**src/rtl/coffer_pkg.sv**
```systemverilog
// Shared types and constants for the coffer lock sequencing controller.
package coffer_pkg;

  typedef enum logic [2:0] {
    StIdle,
    StCheck,
    StOpen,
    StChange,
    StLockout
  } state_e;

  // Status LED patterns, active-low.
  localparam logic [7:0] LED_IDLE = 8'hFF;
  localparam logic [7:0] LED_OK   = 8'h7F;
  localparam logic [7:0] LED_ERR  = 8'hBF;
  localparam logic [7:0] LED_CHG  = 8'h3F;
  localparam logic [7:0] LED_LOCK = 8'h00;

  localparam logic [3:0] DIGIT_MAX = 4'd9;

  // A switch value is a usable decimal digit.
  function automatic logic digit_ok(input logic [3:0] d);
    return d <= DIGIT_MAX;
  endfunction

endpackage

```
**src/rtl/coffer_timer.sv**
```systemverilog
// 32-bit saturating down-counter shared by the OPEN relock and LOCKOUT periods.
module coffer_timer (
  input  logic        clk,
  input  logic        rst,
  input  logic        load,
  input  logic [31:0] load_val,
  input  logic        freeze,
  output logic        expired
);

  logic [31:0] count_q, count_d;

  // Next count: a load wins, otherwise decrement towards 0 unless frozen.
  always_comb begin
    count_d = count_q;
    if (load) begin
      count_d = load_val;
    end else if (!freeze && (count_q != '0)) begin
      count_d = count_q - 32'd1;
    end
  end

  // Count register with synchronous reset.
  always_ff @(posedge clk) begin
    if (rst) begin
      count_q <= '0;
    end else begin
      count_q <= count_d;
    end
  end

  // Flags the edge on which the count steps to 0, so the owner leaves its state exactly
  // load_val edges after the load.
  assign expired = (count_q <= 32'd1);

endmodule

```
**src/rtl/coffer_access_ctrl.sv**
```systemverilog
// Sequencing controller for the two-digit coffer lock: digit entry, check, open,
// password change and lockout. Optional timed lockout exit: COFFER_LOCKOUT_TIMER_EN.
module coffer_access_ctrl #(
  parameter logic [3:0]  INIT_HI        = 4'd2,
  parameter logic [3:0]  INIT_LO        = 4'd2,
  parameter int unsigned MAX_ERR        = 3,
  parameter logic [31:0] OPEN_CYCLES    = 32'd250_000_000,
  parameter logic [31:0] LOCKOUT_CYCLES = 32'd500_000_000
) (
  input  logic       clk,
  input  logic       rst,
  input  logic [3:0] switch_in,
  input  logic       digit_lo_p,
  input  logic       digit_hi_p,
  input  logic       confirm_p,
  input  logic       change_p,
  output logic [3:0] code_lo,
  output logic [3:0] code_hi,
  output logic [7:0] led,
  output logic       unlocked,
  output logic       alarm,
  output logic [2:0] err_cnt
);

  import coffer_pkg::*;

  state_e      state_q, state_d;
  logic [3:0]  code_lo_q, code_lo_d, code_hi_q, code_hi_d;
  logic [7:0]  pw_q, pw_d;
  logic [7:0]  led_q, led_d;
  logic        unlocked_q, unlocked_d;
  logic        alarm_q, alarm_d;
  logic [2:0]  err_q, err_d;
  logic [3:0]  err_inc;
  logic        do_confirm, do_change, do_hi, do_lo;
  logic        tmr_load, tmr_freeze, tmr_expired;
  logic [31:0] tmr_load_val;

  // Only the highest-priority pulse of a cycle acts.
  assign do_confirm = confirm_p;
  assign do_change  = !confirm_p && change_p;
  assign do_hi      = !confirm_p && !change_p && digit_hi_p;
  assign do_lo      = !confirm_p && !change_p && !digit_hi_p && digit_lo_p;

  // Next-state, register updates and timer control for the lock sequence.
  always_comb begin
    state_d    = state_q;
    code_lo_d  = code_lo_q;
    code_hi_d  = code_hi_q;
    pw_d       = pw_q;
    led_d      = led_q;
    unlocked_d = unlocked_q;
    alarm_d    = alarm_q;
    err_d      = err_q;
    err_inc    = {1'b0, err_q} + 4'd1;
    tmr_load   = 1'b0;
    unique case (state_q)
      StIdle: begin
        if (do_confirm) begin
          state_d = StCheck;
        end else begin
          if (do_hi && digit_ok(switch_in)) code_hi_d = switch_in;
          if (do_lo && digit_ok(switch_in)) code_lo_d = switch_in;
        end
      end
      StCheck: begin
        if ({code_hi_q, code_lo_q} == pw_q) begin
          state_d    = StOpen;
          err_d      = '0;
          led_d      = LED_OK;
          unlocked_d = 1'b1;
          tmr_load   = 1'b1;
        end else if (err_inc < 4'(MAX_ERR)) begin
          state_d = StIdle;
          err_d   = err_inc[2:0];
          led_d   = LED_ERR;
        end else begin
          state_d = StLockout;
          err_d   = 3'(MAX_ERR);
          led_d   = LED_LOCK;
          alarm_d = 1'b1;
`ifdef COFFER_LOCKOUT_TIMER_EN
          tmr_load = 1'b1;
`endif
        end
      end
      StOpen: begin
        if (do_confirm || tmr_expired) begin
          state_d    = StIdle;
          code_lo_d  = '0;
          code_hi_d  = '0;
          unlocked_d = 1'b0;
          led_d      = LED_IDLE;
        end else if (do_change) begin
          state_d = StChange;
          led_d   = LED_CHG;
        end
      end
      StChange: begin
        if (do_confirm || do_change) begin
          // Confirm commits the displayed digits; change aborts. Both restart the relock period.
          if (do_confirm) pw_d = {code_hi_q, code_lo_q};
          state_d  = StOpen;
          led_d    = LED_OK;
          tmr_load = 1'b1;
        end else begin
          if (do_hi && digit_ok(switch_in)) code_hi_d = switch_in;
          if (do_lo && digit_ok(switch_in)) code_lo_d = switch_in;
        end
      end
      StLockout: begin
`ifdef COFFER_LOCKOUT_TIMER_EN
        if (tmr_expired) begin
          state_d   = StIdle;
          err_d     = '0;
          alarm_d   = 1'b0;
          led_d     = LED_IDLE;
          code_lo_d = '0;
          code_hi_d = '0;
        end
`endif
      end
      default: state_d = StIdle;
    endcase
  end

  // State and output registers with synchronous reset.
  always_ff @(posedge clk) begin
    if (rst) begin
      state_q    <= StIdle;
      code_lo_q  <= '0;
      code_hi_q  <= '0;
      pw_q       <= {INIT_HI, INIT_LO};
      led_q      <= LED_IDLE;
      unlocked_q <= 1'b0;
      alarm_q    <= 1'b0;
      err_q      <= '0;
    end else begin
      state_q    <= state_d;
      code_lo_q  <= code_lo_d;
      code_hi_q  <= code_hi_d;
      pw_q       <= pw_d;
      led_q      <= led_d;
      unlocked_q <= unlocked_d;
      alarm_q    <= alarm_d;
      err_q      <= err_d;
    end
  end

  // Lockout load only happens when the timed exit is built in.
  assign tmr_load_val = (state_d == StLockout) ? LOCKOUT_CYCLES : OPEN_CYCLES;
  // OPEN and LOCKOUT are the only timed states; CHANGE holds the count.
  assign tmr_freeze   = !((state_q == StOpen) || (state_q == StLockout));

  coffer_timer u_timer (
    .clk      (clk),
    .rst      (rst),
    .load     (tmr_load),
    .load_val (tmr_load_val),
    .freeze   (tmr_freeze),
    .expired  (tmr_expired)
  );

  assign code_lo  = code_lo_q;
  assign code_hi  = code_hi_q;
  assign led      = led_q;
  assign unlocked = unlocked_q;
  assign alarm    = alarm_q;
  assign err_cnt  = err_q;

endmodule

```
**config.mk**
```make
export PLATFORM = sky130hd
export DESIGN_NAME = coffer_access_ctrl
export DESIGN_NICKNAME = d
export VERILOG_FILES = /design/src/rtl/coffer_pkg.sv /design/src/rtl/coffer_timer.sv /design/src/rtl/coffer_access_ctrl.sv
export SDC_FILE = /design/constraint.sdc
export NUM_CORES = 1
export LEC_CHECK = 0
export CORE_ASPECT_RATIO = 0.8
export CORE_MARGIN = 2
export CORE_UTILIZATION = 50
export CTS_CLUSTER_DIAMETER = 60
export DETAILED_ROUTE_END_ITERATION = 10
export GPL_TIMING_DRIVEN = 0
export PLACE_DENSITY = 0.69
export SYNTH_ARGS = -nofsm -noshare
export SYNTH_HDL_FRONTEND = slang
export SYNTH_SLANG_ARGS = --single-unit
```
**constraint.sdc**
```tcl
create_clock -name clk -period 3.2 [get_ports clk]
set_input_delay 0.64 -clock clk [delete_from_list [all_inputs] [get_ports clk]]
set_output_delay 0.64 -clock clk [all_outputs]
set_load 0.02 [all_outputs]
```
== Word-level counts from Yosys, hierarchy flattened ==
Cells that the tools add are included.
Widths: inputs -> output; s select.

* Register bits after elaboration: 64
* Input bits: 10
* Output and inout bits: 21
* Logic and storage cells: 86

* Add/sub/neg operators: 2
* Magnitude comparators: 3
* Equality and inequality tests: 12
* Mux-type cells: 33
* Bitwise logic cells: 2
* Reductions and logical operators: 25

{| class="wikitable"
|+ Operator list
! cell !! count
|-
| $mux 32 || 2
|-
| $mux 8 || 5
|-
| $le 32x1->1 const B || 1
|-
| $reduce_bool 32->1 || 1
|-
| $sub 32x1->32 const B || 1
|-
| $mux 29 || 1
|-
| $mux 4 || 7
|-
| $mux 3 || 8
|-
| $pmux 4 s3 || 2
|-
| $pmux 8 s3 || 1
|-
| $pmux 3 s5 || 1
|-
| $reduce_and 3->1 || 4
|-
| $ne 2x2->1 const B || 5
|-
| $eq 8x8->1 || 1
|-
| $logic_and 1x1->1 || 8
|-
| $eq 3x2->1 const B || 2
|-
| $eq 3x3->1 const B || 2
|-
| $reduce_bool 3->1 || 2
|-
| $add 3x1->4 const B || 1
|-
| $le 4x4->1 const B || 1
|-
| $lt 4x2->1 const B || 1
|-
| $mux 1 || 4
|-
| $pmux 1 s2 || 2
|-
| $reduce_and 4->1 || 1
|-
| 7 further kinds || 13
|}

== Logic depth before layout (Yosys ltp) ==
Gate-level depths: netlist of run 1.

* Depth in word-level cells: 8
* Gate-level depth with buffers: 8
* Gate-level depth less buffers: 7

== By module ==
Synthesis of run 1 repeated with hierarchy kept, for this count alone.

* Cells, all modules: 403
* Area, all modules: 3387.0 um^2

{| class="wikitable"
|+ Modules (own cells, without submodules)
! module !! times used !! cells each !! area an instance (um^2)
|-
| coffer_timer || 1 || 241 || 1975.6
|-
| coffer_access_ctrl || 1 || 162 || 1411.4
|}

== Worst setup path before layout of run 1 ==
OpenSTA, ideal clock, no wires.

* Kind: register to register
* Start: reg u_timer.count_q[2]
* End: reg u_timer.count_q[15]
* Setup time: 0.074 ns
* Arrival time: 2.256 ns
* Data required time: 3.126 ns
* Slack: 0.870 ns
* Stages on the path, launching flop included: 7
* Clock period less this slack: 2.330 ns
* Path through: dfxtp_1 > or4_1 > buf_2 > or4_4 > or3_1 > or3_1 > a31oi_1

* Cells in the longest elaborated chain, start to end: 7
* Elaborated cells on any way between the ends: 12
* Those cells by class: add/sub: 1; order compare: 1; eq/ne: 1; mux: 5; reduce/logical: 4

{| class="wikitable"
|+ RTL lines
! item !! RTL line !! source
|-
| start: declaration || coffer_timer.sv:11 || <nowiki>logic [31:0] count_q, count_d;</nowiki>
|-
| start signal: assignment || coffer_timer.sv:28 || <nowiki>count_q <= count_d;</nowiki>
|-
| $le 32x1->1 || coffer_timer.sv:34 || <nowiki>assign expired = (count_q <= 32'd1);</nowiki>
|-
| $logic_or 1x1->1 || coffer_access_ctrl.sv:88 || <nowiki>if (do_confirm || tmr_expired) begin</nowiki>
|-
| $mux 3 || coffer_access_ctrl.sv:88 ||
|-
| $pmux 3 s5 || coffer_access_ctrl.sv:57 || <nowiki>unique case (state_q)</nowiki>
|-
| $eq 3x3->1 || coffer_access_ctrl.sv:151 || <nowiki>assign tmr_load_val = (state_d == StLockout) ? LOCKOUT_CYCLES : OPEN_CYCLES;</nowiki>
|-
| $mux 29 || coffer_access_ctrl.sv:151 ||
|-
| $mux 32 || coffer_timer.sv:16 || <nowiki>if (load) begin</nowiki>
|}

Several ways; a longest one is shown, not always the timed one. The select of a mux whose other input is x is not followed.
A chain may end at the register's enable or synchronous reset.

== Worst setup path after layout of run 1 ==
* Start: reg u_timer.count_q[25]
* End: reg u_timer.count_q[25]

The elaborated chain is that of the path after synthesis.

==> impl_metrics.tcl, run 1 <==
set metrics [dict create \
    cp_max_fo 10 \
    antenna_found_initial 0 \
    synth_edf_count 0 \
    power_leakage_nw 1.50 \
    fin_nets 453 \
    die_w_um 94.0 \
    grt_setup_unrepaired "no" \
    cts_buffers 9 \
    post_cts_buffers 0 \
    clockRootBuffer "clkbuf_8" \
    ys.warnings.count 0 \
    synthArstFlopShare_pct 0 \
    track_usage_pct 24.9 \
    ir_worst_vdd_mv 0.247 \
    endpoint_kind "register" \
    slew_violations 0 \
    powerDensity_nw_per_um2 399 \
    place_congestion 0.897 \
    cts_resized 0 \
    hold_buffers 0 \
    final_layout_size_suffix_gt1_share_pct 6.35 \
    synthCells 398 \
    hold_path_class "register to register" \
    clock_skew_ps 4.32 \
    crit_start "u_timer.count_q[25]" \
    synthTopCellsByArea "dfxtp_1 (36%), a21oi_1 (4.9%), nand2_1 (4.9%)" \
    clock_sinks 59 \
    drt_wl_total_um 8360 \
    synth_top_area_share_pct 36.5 \
    wl_per_cell_um 15.9 \
    syn_nets 413 \
    crit_required_ps 3470 \
    syn_avg_cell_area_um2 8.14 \
    yosys.area.top_type "dfxtp_1" \
    tightestPinTransition_ps 1010 \
    ys_seq_area_share_pct 36.5 \
    synth_cell_types 57 \
    start_util_pct 51.3 \
    tns_ps 0 \
    max_cap_violations 0 \
    finalCritPeriodShare_pct 91.7 \
    outcome "complete, no violations" \
    r2r-start "u_timer.count_q[25]" \
    synth_common_cells "dfxtp_1 (59), nand2_1 (42), a21oi_1 (32)" \
    syn2layout_area_growth_pct 18.4 \
    overflow 0 \
    synth-main-ff-cell "dfxtp_1" \
    max-clock-path-buffers 2 \
    die_h_um 76.0 \
    die_area_um2 7140 \
    dr.pass1.iters 5 \
    via_count 3189 \
    clkLatencyLatePin_ps 340 \
    synth_area_um2 3240 \
    grt_pass1_wl_um 14300 \
    drtAntennaViolNets 0 \
    io_buffers 29 \
    n_antenna_cell 0 \
    period_needed_ps 2930 \
    fmax_mhz 341 \
    grt_pass1_vias 2912 \
    drc_errors 0 \
    row_count 26 \
    worstHoldStart "alarm" \
    fillers 596 \
    critPathKind "register to register" \
    place_hpwl_um 5990 \
    vias_per_cell 6.07 \
    io_pins 31 \
    path_clk_slew_ps 70 \
    final_hold_viol_count 0 \
    synth-seq-cells 59 \
    arrival_ps 3200 \
    relSlewSlack_pct 32.2 \
    cts_tree "built" \
    finalSetupViolations 0 \
    core_region_area_um2 6310 \
    drt_iter0_markers 230 \
    post-synth-top-count-cell "dfxtp_1" \
    htree_levels 3 \
    grt_max_degree 11 \
    p_total_mw 1.53 \
    start_kind "register" \
]
-- per-stage QoR --
step           hold WS (ps)  utilization (%)  std cells  worst slack (ps)  instance area (um2)
2_1_floorplan           448                -        398               870                 3240
3_3_place_gp            432             57.6        511               306                 3630
3_5_place_dp            443             57.6        511               296                 3630
4_1_cts                 451             60.8        525               300                 3830
5_1_grt                 480             60.8        525              68.1                 3830
6_report                444             60.8        525               267                 3830
-- flip-flops by register name (all words and copies together) (netlist names) --
signal           count
u_timer.count_q     32
err_cnt              3
alarm                1
code_lo              4
code_hi              4
unlocked             1
pw_q                 8
led                  3
state_q              3
-- final cells by class --
cell class	count	area [um2]	share of cell area, %
timing repair buffer	29	290	7.57
tap	84	105	2.74
clock buffer	12	165	4.31
sequential	59	1180	30.8
multi-input combinational	295	1870	48.6
buffer	29	136	3.56
inverter	15	56.3	1.47
clock inverter	2	35.0	0.914
-- placed cells by master (no fill, tap or decap), types with 8 or more instances in the layout --
master and n:
nand2_1 42, or4_1 15, xor2_1 10, clkbuf_1 20, nor2_1 19, a21oi_1 32, clkbuf_8 12, mux2i_1 10
or3_1 19, dfxtp_1 59, o31ai_1 13, o21ai_0 14, nor4_1 9, nand4_1 8, inv_1 14, nand3_1 11
a31oi_1 12, clkdlybuf4s50_1 29, nor3_1 9
-- routing by layer --
metal | part of all wire [%] | global-route usage [%] | wire length [um]
met4 | 1.2 | 6.52 | 97
met1 | 49 | 37.0 | 4120
met5 | 0 | 0 | 0
met2 | 43 | 36.5 | 3590
met3 | 6.5 | 5.54 | 546
-- worst max-delay path: stages (launching register included) --
cell      delay [ps]
dfxtp_1          340
nor4_1           460
nand4_1          370
o31ai_1          910
clkbuf_1         440
o221ai_1         190
a31oi_1          160
-- cell families (layout without fill, tap and decap cells) --
| family | Yosys count | in the layout | share of synthesized area (%) |
|---|---|---|---|
| simple gates | 158 | 158 | 26.4 |
| compound gates | 108 | 108 | 22.4 |
| flops | 59 | 59 | 36.5 |
| buf+inv | 44 | 87 | 5.95 |
| xor+xnor | 14 | 14 | 3.79 |
| mux | 10 | 10 | 3.09 |
| fa+ha+maj | 5 | 5 | 1.93 |
-- power breakdown --
part	leakage (nW)	switching (mW)	internal, mW	total, mW
sequential	0.476	0.00506	0.739	0.744
clock	0.104	0.285	0.413	0.698
combinational	0.915	0.0518	0.0345	0.0863
-- final timing paths --
kind / cells past startpoint / slack, ps / end
setup / recovery: 6 / 270 / u_timer.count_q[25]
hold / removal: 2 / 440 / alarm
hold reg to reg: 2 / 440 / alarm
setup reg to reg: 6 / 270 / u_timer.count_q[25]
Power figures use the tool's default switching activity.
==> run 2, diff against run 1 <==
- CORE_UTILIZATION: 50 -> 55
- PLACE_DENSITY: 0.69 -> 0.75
==> impl_metrics.tcl, run 2 (same netlist as run 1, synthesis figures left out) <==
set metrics [dict create \
    clock_sinks 59 \
    clockRootBuffer "clkbuf_8" \
    drt_iter0_markers 304 \
    fillers 472 \
    outcome "complete, no violations" \
    ir_worst_vdd_mv 0.315 \
    grt_pass1_wl_um 14100 \
    syn2layout_area_growth_pct 18.3 \
    path_clk_slew_ps 70 \
    antenna_found_initial 0 \
    die_h_um 72.6 \
    n_antenna_cell 0 \
    io_pins 31 \
    largest-register "u_timer.count_q" \
    drt_wl_total_um 8210 \
    final_common_cell "dfxtp_1" \
    core_region_area_um2 5560 \
    grt_max_degree 11 \
    largest_reg_flops 32 \
    utilization_pct 69.0 \
    top_regs "u_timer.count_q (32), pw_q (8)" \
    relSlewSlack_pct 47.8 \
    cp_max_fo 10 \
    power_leakage_nw 1.48 \
    finalSetupViolations 0 \
    die_area_um2 6520 \
    slowest_delay_ps 560 \
    finalCritPeriodShare_pct 86.7 \
    endpoint_kind "register" \
    clkPwrFrac_pct 44.5 \
    vias_per_cell 6.15 \
    fmax_mhz 361 \
    clock_skew_ps 14.6 \
    sw_frac_of_total_pct 23.8 \
    max_cap_violations 0 \
    die_w_um 89.8 \
    start_kind "register" \
    critPathKind "register to register" \
    via_count 3206 \
    clkLatencyLatePin_ps 340 \
    dr.pass1.iters 6 \
    hold_path_class "register to register" \
    drtAntennaViolNets 0 \
    stdcell_count 521 \
    cts_tree "built" \
    track_usage_pct 26.9 \
    path_common_cell "nor4_1" \
    place_congestion 0.926 \
    crit_path_top_delay_cell "nor4_1" \
    final_layout_size_suffix_gt1_share_pct 7.00 \
    overflow 0 \
    switchingPower_mw 0.356 \
    crit_chain "nor4_1, nand4_1, clkbuf_1, nor4_1, o22ai_1, mux2i_1" \
    placed_cells 505 \
    seq_power_share_pct 49.8 \
    combinationalPowerShare_pct 5.7 \
    tightestPinTransition_ps 776 \
    powerDensity_nw_per_um2 390 \
    start_util_pct 58.3 \
    row_count 24 \
    tns_ps 0 \
    final_hold_viol_count 0 \
    wl_per_cell_um 15.8 \
    slew_violations 0 \
    p_int_mw 1.14 \
    io_buffers 29 \
    mostFrequentLayoutCells "dfxtp_1 (59), nand2_1 (42), a21oi_1 (32), clkdlybuf4s50_1 (29), clkbuf_1 (20)" \
    crit_required_ps 3390 \
    max-clock-path-buffers 2 \
    drc_errors 0 \
    period_needed_ps 2770 \
    grt_pass1_vias 2988 \
    cts_buffers 9 \
    arrival_ps 2960 \
    fin_nets 453 \
    htree_levels 3 \
    place_hpwl_um 5950 \
    grt_setup_unrepaired "no" \
]
## run 2: cell count changes in the layout (fill, tap and decap cells not counted)
cell | previous run | this run
bufinv_16 | 1 | 0
clkbuf_8 | 12 | 13
clkinvlp_4 | 0 | 2
o31ai_2 | 0 | 1
o31ai_1 | 13 | 12
## run 2: path summary, 6_finish.rpt
check,end,depth (start not counted),slack (ps),start
worst max-delay path,code_lo[0],6,430,u_timer.count_q[10]
worst min-delay path,alarm,2,450,alarm
worst max register to register,code_lo[0],6,430,u_timer.count_q[10]
worst min register to register,alarm,2,450,alarm
## run 2: power by group through the flow
stage | combinational, mW | clock, mW | sequential (mW)
after floorplan | 0.0450 | 0 | 0.764
after global placement | 0.0833 | 0 | 0.760
after detailed placement | 0.0840 | 0 | 0.761
after CTS | 0.0842 | 0.673 | 0.744
after global routing | 0.0940 | 0.703 | 0.744
final | 0.0853 | 0.665 | 0.744
## run 2: routing by layer
layer,routed length (um),GRT usage (%)
met4,100,9.06
met5,0,0
met3,538,5.99
met2,3480,40.5
met1,4100,38.7
## run 2: area by class of cell
type	count	area, um2	area share (%)
Multi-Input combinational cell	295	1870	48.8
Sequential cell	59	1180	30.8
Timing Repair Buffer	29	290	7.58
Clock buffer	13	179	4.67
Buffer	29	136	3.56
Tap cell	78	97.6	2.55
Inverter	15	56.3	1.47
Clock inverter	3	20.0	0.523
## run 2: worst max-delay path, delay by kind of cell, from the launching register on
| kind | cells | cell delay [ps] |
|---|---|---|
| flip-flops | 1 | 360 |
| buffers and inverters | 1 | 350 |
| AND/OR/NAND/NOR | 3 | 1380 |
| AO/OA/AOI/OAI | 1 | 350 |
| multiplexers | 1 | 190 |
## run 2: per-stage QoR
stage | hold WS [ps] | cell area [um2] | power (mW) | setup WS [ps]
after global placement | 432 | 3630 | 0.844 | 346
final | 447 | 3830 | 1.49 | 427
after CTS | 448 | 3830 | 1.50 | 350
after global routing | 481 | 3830 | 1.54 | 248
after floorplan | 448 | 3240 | 0.809 | 870
after detailed placement | 438 | 3630 | 0.845 | 334
## run 2: what timing repair did
item / 4_1_cts / 5_1_grt
gates resized for setup: 0 / 1
hold buffers: 0 / 0
setup endpoints to repair: 0 / 1
buffers inserted: 0 / 0
==> run 3, diff against run 2 <==
- SYNTH_HIERARCHICAL: default -> 1
==> impl_metrics.tcl, run 3 <==
set metrics [dict create \
    synth_top_area_share_pct 34.9 \
    place_congestion 0.888 \
    post_cts_buffers 0 \
    hold_path_depth 2 \
    final_common_cell "dfxtp_1" \
    utilization_pct 67.7 \
    final_hold_viol_count 0 \
    die_h_um 74.2 \
    rrSetupSlack_ps 290 \
    synth-seq-cells 59 \
    synth-compound-area-share_pct 26.6 \
    cts_tree "built" \
    clkLatencyLatePin_ps 360 \
    clockRootBuffer "clkbuf_8" \
    drt_wl_total_um 9350 \
    synth-simple-area-share_pct 27.3 \
    io_pins 31 \
    die_area_um2 6810 \
    relSlewSlack_pct 47.4 \
    power_leakage_nw 1.46 \
    cts_buffers 9 \
    tns_ps 0 \
    grt_max_degree 11 \
    start_kind "register" \
    drc_errors 0 \
    place_hpwl_um 6530 \
    via_count 3480 \
    worstHoldStart "pw_q[2]" \
    wl_per_cell_um 17.1 \
    syn_avg_cell_area_um2 8.40 \
    syn2layout_area_growth_pct 18.9 \
    hold_path_class "register to register" \
    htree_levels 3 \
    core_region_area_um2 5940 \
    synthArstFlopShare_pct 0 \
    synth_xor_area_share_pct 3.62 \
    dr.pass1.iters 5 \
    mostFrequentLayoutCells "dfxtp_1 (59), nor2_1 (38), clkdlybuf4s50_1 (29), nand2_1 (24), o21ai_0 (23)" \
    crit_start "u_timer/count_q[8]" \
    r2r_cells 6 \
    endpoint_kind "register" \
    slowest_delay_ps 730 \
    crit_required_ps 3450 \
    max_cap_violations 0 \
    crit_chain "nor4_1, nand3_2, nor4_2, buf_2, o31ai_1, a311oi_1" \
    path_clk_slew_ps 60 \
    post-synth-top-count-cell "dfxtp_1" \
    largest_reg_flops 32 \
    crit_path_top_delay_cell "nor4_2" \
    ys_seq_area_share_pct 34.9 \
    top_regs "u_timer/count_q (32), pw_q (8)" \
    overflow 0 \
    drt_iter0_markers 268 \
    track_usage_pct 28.6 \
    tightestPinTransition_ps 788 \
    finalCritPeriodShare_pct 90.9 \
    synthMuxAreaShare_pct 0 \
    io_buffers 29 \
    synthAdderAreaFrac_pct 1.11 \
    r2r_end "u_timer/count_q[8]" \
    finalSetupViolations 0 \
    synth_top_family_by_area "simple AND/OR/NAND/NOR gates" \
    r2r-start "u_timer/count_q[8]" \
    arrival_ps 3150 \
    synthCells 403 \
    fin_nets 472 \
    max-clock-path-buffers 2 \
    die_w_um 91.7 \
    start_util_pct 57.0 \
    n_antenna_cell 0 \
    row_count 25 \
    yosys.area.top_type "dfxtp_1" \
    ys.warnings.count 6 \
    synthTopCellsByArea "dfxtp_1 (35%), a311oi_1 (5.4%), nor2_1 (4.2%)" \
    outcome "complete, no violations" \
    vias_per_cell 6.39 \
    slew_violations 0 \
    powerDensity_nw_per_um2 363 \
    min_to "pw_q[2]" \
    critPathKind "register to register" \
    largest-register "u_timer/count_q" \
    hold_buffers 0 \
    synth-main-ff-cell "dfxtp_1" \
    clock_sinks 59 \
    synth_cell_types 62 \
    period_needed_ps 2910 \
    grt_setup_unrepaired "no" \
    cp_max_fo 10 \
    drtAntennaViolNets 0 \
    grt_pass1_wl_um 15400 \
    synth_common_cells "dfxtp_1 (59), nor2_1 (38), nand2_1 (24)" \
    final_layout_size_suffix_gt1_share_pct 10.8 \
    fmax_mhz 344 \
    synth_edf_count 0 \
    ir_worst_vdd_mv 0.269 \
    antenna_found_initial 0 \
    clock_skew_ps 7.17 \
    synth_area_um2 3390 \
    grt_pass1_vias 3134 \
]
run 3: cell count changes in the layout (fill, tap and decap cells not counted), sizes merged, moves of 8 or more:
| cell | previous run | this run |
|---|---|---|
| nor2 | 19 | 40 |
| a311oi | 2 | 22 |
| a21oi | 32 | 14 |
| conb | 0 | 18 |
| nand2 | 42 | 24 |
| mux2i | 10 | 0 |
| a31oi | 12 | 4 |
| a32o | 0 | 8 |
| o21ai | 16 | 24 |
run 3: power breakdown:
part           switching (mW)  internal, mW  leakage, nW
clock                   0.296         0.321       0.0905
sequential            0.00612         0.740        0.476
combinational          0.0591        0.0406        0.895
run 3: worst max path at each step:
stage / end / slack [ps] / depth (start not counted)
floorplan: code_hi[0] / 760 / 8
global placement: u_timer/count_q[8] / 150 / 8
detailed placement: u_timer/count_q[11] / 150 / 8
CTS: code_hi[2] / 220 / 7
global route: u_timer/count_q[6] / 90 / 6
finish: u_timer/count_q[8] / 290 / 6
run 3: routing by layer:
metal  part of all wire (%)  global-route usage, %  up-vias
met3                    8.9                   6.69       22
met4                    1.5                   7.30        0
met5                      0                      0        -
met2                     42                   42.2      183
li1                       -                      -     1647
met1                     48                   42.4     1628
run 3: repair_timing:
| action | CTS | global route |
|---|---|---|
| gates resized for setup | 0 | 2 |
| endpoints found under the hold margin | 0 | 0 |
| setup endpoints to repair | 0 | 9 |
run 3: metrics by stage:
step	power, mW	cell area (um2)	setup slack, ps	instances	hold WS (ps)
after CTS	1.46	4010	222	545	471
after floorplan	0.819	3450	756	419	449
after global placement	0.858	3840	154	529	455
after detailed placement	0.859	3840	153	529	462
after global routing	1.51	4030	91.0	545	491
final	1.46	4030	292	545	469
run 3: cells by family after synthesis:
group,after synthesis
other,2
AOI/OAI and AO/OA,117
DFF,59
xor gates and xnor gates,14
adders and majority gates,3
buffers and inverters,44
and+or+nand+nor,164
run 3: worst max-delay path, delay by kind of cell (launching register included):
family                 cells  cell delay (ps)
AND/OR/NAND/NOR            3             1640
buffers and inverters      1              360
AO/OA/AOI/OAI              2              440
flip-flops                 1              360
run 3: area by class of cell:
cell class              count  area [um2]
multi-input cells         316        2070
fillers                   504        1920
flip-flops and latches     59        1180
repair buffers             29         290
plain buffers              31         165
clock buffers              14         163
well taps                  81         101
inverters                  13        48.8
clock inverters             2        10.0
